===== src/rtl/scanline_pp_engine.sv =====
// Scanline / border-mask post-process pipeline for the output pixel path, fixed 4-cycle latency.
// Optional macro SL_ALT_FIELD_EN: on odd fields the line scanline phase is shifted by one.
module scanline_pp_engine #(
  parameter int BPC    = 8,
  parameter int PHASES = 6
) (
  input  logic                  PCLK_i,
  input  logic                  reset_n,
  input  logic [BPC-1:0]        R_i,
  input  logic [BPC-1:0]        G_i,
  input  logic [BPC-1:0]        B_i,
  input  logic                  HSYNC_i,
  input  logic                  VSYNC_i,
  input  logic                  DE_i,
  input  logic [10:0]           xpos_i,
  input  logic [10:0]           ypos_i,
  input  logic                  field_i,
  input  logic [2:0]            x_rpt,
  input  logic [2:0]            y_rpt,
  input  logic [4*PHASES-1:0]   sl_l_str,
  input  logic [4*PHASES-1:0]   sl_c_str,
  input  logic [PHASES-1:0]     sl_l_ovl,
  input  logic [PHASES-1:0]     sl_c_ovl,
  input  logic                  sl_method,
  input  logic                  mask_en,
  input  logic [10:0]           mask_x0,
  input  logic [10:0]           mask_x1,
  input  logic [10:0]           mask_y0,
  input  logic [10:0]           mask_y1,
  input  logic [3*BPC-1:0]      border_rgb,
  output logic [BPC-1:0]        R_o,
  output logic [BPC-1:0]        G_o,
  output logic [BPC-1:0]        B_o,
  output logic                  HSYNC_o,
  output logic                  VSYNC_o,
  output logic                  DE_o,
  output logic [10:0]           xpos_o,
  output logic [10:0]           ypos_o
);

  localparam int SBW = 25;
  localparam logic [SBW-1:0] SB_RST = {2'b11, 23'd0};
  localparam logic [2:0] PMAX = 3'(PHASES - 1);

  typedef struct packed {
    logic [2:0]              xr;
    logic [2:0]              yr;
    logic [4*PHASES-1:0]     l_str;
    logic [4*PHASES-1:0]     c_str;
    logic [PHASES-1:0]       l_ovl;
    logic [PHASES-1:0]       c_ovl;
    logic                    method;
    logic                    mask_en;
    logic [10:0]             x0;
    logic [10:0]             x1;
    logic [10:0]             y0;
    logic [10:0]             y1;
    logic [2:0][BPC-1:0]     border;
  } cfg_t;

  // 4-bit strength s maps to ((s+1) << (BPC-4)) - 1, i.e. s in the MSBs with ones below.
  function automatic logic [BPC-1:0] expand_str(input logic [3:0] s);
    logic [BPC:0] t;
    t = {{(BPC-3){1'b0}}, s} + {{BPC{1'b0}}, 1'b1};
    t = t << (BPC - 4);
    t = t - {{BPC{1'b0}}, 1'b1};
    return t[BPC-1:0];
  endfunction

  function automatic logic [BPC-1:0] sat_sub(input logic [BPC-1:0] c, input logic [BPC-1:0] s);
    return (c > s) ? c - s : '0;
  endfunction

  function automatic logic [BPC-1:0] scale_mul(input logic [BPC-1:0] c, input logic [BPC-1:0] s);
    logic [2*BPC-1:0] prod;
    prod = {{BPC{1'b0}}, c} * {{BPC{1'b0}}, ~s};
    return prod[2*BPC-1:BPC];
  endfunction

  cfg_t                cfg_d, cfg_q;
  logic                vs_prev_d, vs_prev_q, de_prev_d, de_prev_q;
  logic [2:0]          x_ctr_d, x_ctr_q, y_ctr_d, y_ctr_q;
  logic                vs_fall, de_rise, de_fall;
  logic [2:0]          x_ph, ly;
  logic                l_hit, c_hit;
  logic [3:0]          l_s, c_s;

  logic [2:0][BPC-1:0] pix_p1_d, pix_p1_q, pix_p2_d, pix_p2_q, pix_p3_d, pix_p3_q;
  logic [2:0][BPC-1:0] sub_p3_d, sub_p3_q, mul_p3_d, mul_p3_q, rgb_o_d, rgb_o_q;
  logic [SBW-1:0]      sb_p1_d, sb_p1_q, sb_p2_d, sb_p2_q, sb_p3_d, sb_p3_q, sb_o_d, sb_o_q;
  logic [2:0]          xph_p1_d, xph_p1_q, ly_p1_d, ly_p1_q;
  logic                msk_p1_d, msk_p1_q, msk_p2_d, msk_p2_q, msk_p3_d, msk_p3_q;
  logic                draw_p2_d, draw_p2_q, draw_p3_d, draw_p3_q;
  logic [BPC-1:0]      str_p2_d, str_p2_q;

`ifdef SL_ALT_FIELD_EN
  logic                field_d, field_q;
`else
  logic                unused_field;
  assign unused_field = field_i;
`endif

  always_comb begin
    vs_fall   = vs_prev_q & ~VSYNC_i;
    de_rise   = DE_i & ~de_prev_q;
    de_fall   = de_prev_q & ~DE_i;
    vs_prev_d = VSYNC_i;
    de_prev_d = DE_i;

    cfg_d = cfg_q;
    if (vs_fall) begin
      cfg_d.xr      = (x_rpt > PMAX) ? PMAX : x_rpt;
      cfg_d.yr      = (y_rpt > PMAX) ? PMAX : y_rpt;
      cfg_d.l_str   = sl_l_str;
      cfg_d.c_str   = sl_c_str;
      cfg_d.l_ovl   = sl_l_ovl;
      cfg_d.c_ovl   = sl_c_ovl;
      cfg_d.method  = sl_method;
      cfg_d.mask_en = mask_en;
      cfg_d.x0      = mask_x0;
      cfg_d.x1      = mask_x1;
      cfg_d.y0      = mask_y0;
      cfg_d.y1      = mask_y1;
      cfg_d.border  = border_rgb;
    end

    // Wrap with >= so a counter left above a newly shrunk repeat still recovers.
    x_ph    = de_rise ? 3'd0 : x_ctr_q;
    x_ctr_d = x_ctr_q;
    if (DE_i) x_ctr_d = (x_ph >= cfg_q.xr) ? 3'd0 : x_ph + 3'd1;
    y_ctr_d = y_ctr_q;
    if (vs_fall)      y_ctr_d = 3'd0;
    else if (de_fall) y_ctr_d = (y_ctr_q >= cfg_q.yr) ? 3'd0 : y_ctr_q + 3'd1;
    ly = y_ctr_q;
`ifdef SL_ALT_FIELD_EN
    field_d = vs_fall ? field_i : field_q;
    if (field_q) ly = (y_ctr_q >= cfg_q.yr) ? 3'd0 : y_ctr_q + 3'd1;
`endif

    // Stage 1: capture pixel, syncs, phases and window test
    pix_p1_d = {R_i, G_i, B_i};
    sb_p1_d  = {HSYNC_i, VSYNC_i, DE_i, xpos_i, ypos_i};
    xph_p1_d = x_ph;
    ly_p1_d  = ly;
    msk_p1_d = cfg_q.mask_en & ((xpos_i < cfg_q.x0) | (xpos_i >= cfg_q.x1) |
                                (ypos_i < cfg_q.y0) | (ypos_i >= cfg_q.y1));

    // Stage 2: pick strength, line scanline over column scanline
    l_hit = 1'b0;
    l_s   = 4'd0;
    c_hit = 1'b0;
    c_s   = 4'd0;
    for (int p = 0; p < PHASES; p++) begin
      if (ly_p1_q == 3'(p)) begin
        l_hit = cfg_q.l_ovl[p];
        l_s   = cfg_q.l_str[4*p +: 4];
      end
      if (xph_p1_q == 3'(p)) begin
        c_hit = cfg_q.c_ovl[p];
        c_s   = cfg_q.c_str[4*p +: 4];
      end
    end
    pix_p2_d  = pix_p1_q;
    sb_p2_d   = sb_p1_q;
    msk_p2_d  = msk_p1_q;
    draw_p2_d = l_hit | c_hit;
    str_p2_d  = expand_str(l_hit ? l_s : c_s);

    // Stage 3: both darkening methods per channel
    sub_p3_d = '0;
    mul_p3_d = '0;
    for (int ch = 0; ch < 3; ch++) begin
      sub_p3_d[ch] = sat_sub(pix_p2_q[ch], str_p2_q);
      mul_p3_d[ch] = scale_mul(pix_p2_q[ch], str_p2_q);
    end
    pix_p3_d  = pix_p2_q;
    sb_p3_d   = sb_p2_q;
    msk_p3_d  = msk_p2_q;
    draw_p3_d = draw_p2_q;

    // Stage 4: final select
    rgb_o_d = '0;
    for (int ch = 0; ch < 3; ch++) begin
      if (msk_p3_q)       rgb_o_d[ch] = cfg_q.border[ch];
      else if (draw_p3_q) rgb_o_d[ch] = cfg_q.method ? sub_p3_q[ch] : mul_p3_q[ch];
      else                rgb_o_d[ch] = pix_p3_q[ch];
    end
    sb_o_d = sb_p3_q;
  end

  always_ff @(posedge PCLK_i or negedge reset_n) begin
    if (!reset_n) begin
      cfg_q     <= '0;
      vs_prev_q <= 1'b1;
      de_prev_q <= 1'b0;
      x_ctr_q   <= 3'd0;
      y_ctr_q   <= 3'd0;
      pix_p1_q  <= '0;
      sb_p1_q   <= SB_RST;
      xph_p1_q  <= 3'd0;
      ly_p1_q   <= 3'd0;
      msk_p1_q  <= 1'b0;
      pix_p2_q  <= '0;
      sb_p2_q   <= SB_RST;
      msk_p2_q  <= 1'b0;
      draw_p2_q <= 1'b0;
      str_p2_q  <= '0;
      pix_p3_q  <= '0;
      sub_p3_q  <= '0;
      mul_p3_q  <= '0;
      sb_p3_q   <= SB_RST;
      msk_p3_q  <= 1'b0;
      draw_p3_q <= 1'b0;
      rgb_o_q   <= '0;
      sb_o_q    <= SB_RST;
`ifdef SL_ALT_FIELD_EN
      field_q   <= 1'b0;
`endif
    end else begin
      cfg_q     <= cfg_d;
      vs_prev_q <= vs_prev_d;
      de_prev_q <= de_prev_d;
      x_ctr_q   <= x_ctr_d;
      y_ctr_q   <= y_ctr_d;
      pix_p1_q  <= pix_p1_d;
      sb_p1_q   <= sb_p1_d;
      xph_p1_q  <= xph_p1_d;
      ly_p1_q   <= ly_p1_d;
      msk_p1_q  <= msk_p1_d;
      pix_p2_q  <= pix_p2_d;
      sb_p2_q   <= sb_p2_d;
      msk_p2_q  <= msk_p2_d;
      draw_p2_q <= draw_p2_d;
      str_p2_q  <= str_p2_d;
      pix_p3_q  <= pix_p3_d;
      sub_p3_q  <= sub_p3_d;
      mul_p3_q  <= mul_p3_d;
      sb_p3_q   <= sb_p3_d;
      msk_p3_q  <= msk_p3_d;
      draw_p3_q <= draw_p3_d;
      rgb_o_q   <= rgb_o_d;
      sb_o_q    <= sb_o_d;
`ifdef SL_ALT_FIELD_EN
      field_q   <= field_d;
`endif
    end
  end

  assign {R_o, G_o, B_o} = rgb_o_q;
  assign {HSYNC_o, VSYNC_o, DE_o, xpos_o, ypos_o} = sb_o_q;

endmodule


===== config.mk =====
export PLATFORM = sky130hd
export DESIGN_NAME = scanline_pp_engine
export DESIGN_NICKNAME = d
export VERILOG_FILES = /design/src/rtl/scanline_pp_engine.sv
export SDC_FILE = /design/constraint.sdc
export NUM_CORES = 1
export LEC_CHECK = 0
export BUFFER_PORTS_ARGS = -buffer_cell sky130_fd_sc_hd__buf_4
export CAP_MARGIN = 5
export CORE_MARGIN = 2
export CORE_UTILIZATION = 40
export CTS_BUF_LIST = sky130_fd_sc_hd__clkbuf_2 sky130_fd_sc_hd__clkbuf_4 sky130_fd_sc_hd__clkbuf_8
export CTS_CLUSTER_SIZE = 10
export DETAILED_ROUTE_END_ITERATION = 12
export GPL_TIMING_DRIVEN = 0
export PLACE_DENSITY = 0.7
export SETUP_SLACK_MARGIN = 0.05
export SYNTH_ARGS = -nofsm -noshare
export SYNTH_HDL_FRONTEND = slang
export SYNTH_SLANG_ARGS = --single-unit

===== constraint.sdc =====
create_clock -name PCLK_i -period 6.07 [get_ports PCLK_i]
set_input_delay 0.607 -clock PCLK_i [delete_from_list [all_inputs] [get_ports PCLK_i]]
set_output_delay 0.607 -clock PCLK_i [all_outputs]
set_load 0.01 [all_outputs]

==> flow_metrics.env <==
export IMPL_drt_first_pass_iters=5
export IMPL_final_cell_area_um2=24700
export IMPL_die_area_um2=53000
export IMPL_avgSynthCellArea_um2=11.8
export IMPL_h_tree_depth=3
export IMPL_fin_util_pct=49.1
export IMPL_yosys_area_top_type="dfrtp_1"
export IMPL_area_growth_pct=20.7
export IMPL_reg2regPathDepth=17
export IMPL_r2r_setup_slack_ns=0.42
export IMPL_finalMaxSlewViolations=0
export IMPL_p_total_mw=12.6
export IMPL_nNetsFinal=2525
export IMPL_core_um2=50400
export IMPL_finalCriticalPeriod_ns=5.65
export IMPL_fin_cells=2780
export IMPL_postCtsSetupBuffers=0
export IMPL_finalHoldWorstSlack_ns=0.0565
export IMPL_cts_buffer_depth=3
export IMPL_grt_pass1_wl_um=79400
export IMPL_place_area_um2=23200
export IMPL_setup_violations=0
export IMPL_layout_common_cells="dfrtp_1, buf_4, inv_1, ha_1, nand2_1"
export IMPL_max_freq_mhz=177
export IMPL_synth_seq_cells=402
export IMPL_period_share_pct=93.0
export IMPL_max_cap_violations=0
export IMPL_drive_gt1_share_pct=23.4
export IMPL_dp_cells=2646
export IMPL_skew_ns=0.0215
export IMPL_synth_fp_nets=2211
export IMPL_cts_num_sinks=402
export IMPL_yosysSeqAreaShare_pct=49.2
export IMPL_endpoint_kind="flip-flop"
export IMPL_synth_top_area_share_pct=48.1
export IMPL_crit_type="flip-flop to flip-flop"
export IMPL_peakVddDrop_uv=315
export IMPL_synth_edf_count=0
export IMPL_status="finished clean"
export IMPL_async_flop_share_pct=100
export IMPL_ys_warn_count=0
export IMPL_synthTopCellsByArea="dfrtp_1, ha_1, fa_1"
export IMPL_tritoncts="done"
export IMPL_numCtsBuffers=70
export IMPL_row_count=82
export IMPL_wire_per_inst_um=17.8
export IMPL_netlist_area_um2=20500
export IMPL_grt_use_total_pct=19.4
export IMPL_start_kind="flip-flop"
export IMPL_viasPerCell=4.86
export IMPL_die_y_um=230
export IMPL_worstSkewPairLatency_ns=0.65
export IMPL_min_path_type="input pin to flip-flop"
export IMPL_gp_congestion=0.907
export IMPL_cp_data_arrival_time_ns=6.21
export IMPL_antenna_left=0
export IMPL_leakage_nw=12.1
export IMPL_path_clk_slew_ns=0.06
export IMPL_grt_pass1_vias=14727
export IMPL_rsz0062_at_grt="no"
export IMPL_tightestPinTransition_ns=0.865
export IMPL_synthDistinctLibCells=57
export IMPL_mostFrequentLayoutCell="dfrtp_1"
export IMPL_final_hold_viol_count=0
export IMPL_antenna_found_initial=8
export IMPL_start_util_pct=40.7
export IMPL_grt_overflow=0
export IMPL_startpoint="str_p2_q[3]$_DFF_PN0_"
export IMPL_grt_start_max_net_pins=120
export IMPL_routed_wl_um=49400
export IMPL_die_w_um=230
export IMPL_hpwl_um=37400
export IMPL_port_buffers=235
export IMPL_p_per_area_nw_per_um2=510
export IMPL_cp_max_fo=27
export IMPL_drc_errors=0
export IMPL_fill_cells=4530
export IMPL_io_pin_count=237
export IMPL_drtIter0Drc=691
export IMPL_critPathCapture="mul_p3_q[15]$_DFF_PN0_"
export IMPL_r2r_start="str_p2_q[3]$_DFF_PN0_"
export IMPL_r2r_end="mul_p3_q[15]$_DFF_PN0_"
export IMPL_cp_required_ns=6.63
export IMPL_vias=13507
export IMPL_root_buffer="clkbuf_8"
export IMPL_syn_inst=1736
export IMPL_ys_flop_type="dfrtp_1"
export IMPL_relSlewSlack_pct=42.3
cell type report:
class / instances / area [µm²] / share of cell area, %
flip-flops and latches: 402 / 10100 / 40.7
inverters: 236 / 886 / 3.58
well taps: 672 / 841 / 3.40
clock inverters: 27 / 235 / 0.952
repair buffers: 242 / 1890 / 7.67
diodes: 7 / 17.5 / 0.0709
multi-input cells: 1053 / 9340 / 37.8
plain buffers: 45 / 191 / 0.775
clock buffers: 96 / 1240 / 5.02
state kept, by name, summed over array words and instances, names as in the netlist, 5 cells and up:
register / flops
str_p2_q: 5
pix_p3_q: 24
pix_p1_q: 24
G_o: 8
sb_o_d: 25
sb_p1_q: 25
B_o: 8
pix_p2_q: 24
mul_p3_q: 24
sb_p2_q: 25
sub_p3_q: 24
sb_o_q: 25
R_o: 8
cfg_q: 136
cell usage after synthesis, types with 14 or more instances:
cell      count
a21o_1       15
a21oi_1      47
a31oi_1      14
buf_2        16
clkbuf_1     25
dfrtp_1     394
fa_1        105
ha_1        182
inv_1       233
mux2_2       94
mux2i_1      39
nand2_1     154
nand3_1      14
nor2_1       68
nor2b_1      58
o21ai_0     118
xnor2_1      23
xor2_1       18
logic make-up after synthesis:
group / synth area share, %
buffers and inverters: 5.25
xor gates and xnor gates: 1.75
adders and majority gates: 21.4
other: 0.0183
AOI/OAI and AO/OA: 7.80
and+or+nand+nor: 7.56
muxes: 7.07
DFF: 49.2
layer usage:
| metal | wire length (µm) | part of all wire (%) | global-route usage, % | vias to the layer above |
|---|---|---|---|---|
| li1 | - | - | - | 6365 |
| met5 | 0 | 0 | 0 | - |
| met4 | 2000 | 4.0 | 9.66 | 0 |
| met2 | 23900 | 48 | 31.4 | 325 |
| met3 | 2470 | 5.0 | 3.86 | 103 |
| met1 | 21000 | 43 | 24.8 | 6714 |
metrics by stage:
step	setup slack [ns]	setup TNS, ns
2_1_floorplan	0.884	0
3_3_place_gp	-0.241	-0.831
3_5_place_dp	0.151	0
4_1_cts	0.113	0
5_1_grt	0.0528	0
6_report	0.422	0
repair_timing:
item / CTS / global route
setup endpoints to repair: 0 / 7
hold endpoints to repair: 82 / 0
hold buffers: 4 / 0
resized for setup: 0 / 2
critical path, stage by stage (launching register included):
cell and delay [ns]:
dfrtp_1 0.48, inv_1 0.24, clkbuf_2 0.64, nand2_1 0.33
inv_1 0.23, fa_1 0.46, fa_1 0.48, fa_1 0.54
inv_1 0.05, fa_1 0.53, inv_1 0.04, ha_1 0.34
a21oi_1 0.14, nor2b_1 0.07, a311oi_2 0.39, o21bai_1 0.18
a21oi_1 0.25, xnor2_1 0.16
worst min-delay path by stage:
stage	slack, ns	from	depth (start not counted)	end
floorplan	0.31	reset_n	0	B_o[0]$_DFF_PN0_
global placement	0.33	sb_o_d[21]$_DFF_PN0_	0	sb_o_q[21]$_DFF_PN0_
detailed placement	0.33	msk_p2_q$_DFF_PN0_	0	msk_p3_q$_DFF_PN0_
CTS	0.0001	R_i[7]	1	pix_p1_q[23]$_DFF_PN0_
global route	0.02	R_i[7]	1	pix_p1_q[23]$_DFF_PN0_
finish	0.06	R_i[7]	1	pix_p1_q[23]$_DFF_PN0_
power breakdown:
part / internal (mW) / switching (mW)
logic: 2.79 / 3.75
clock network: 1.43 / 1.16
registers: 3.22 / 0.238
Note: power is estimated with default switching activity, not from simulation.
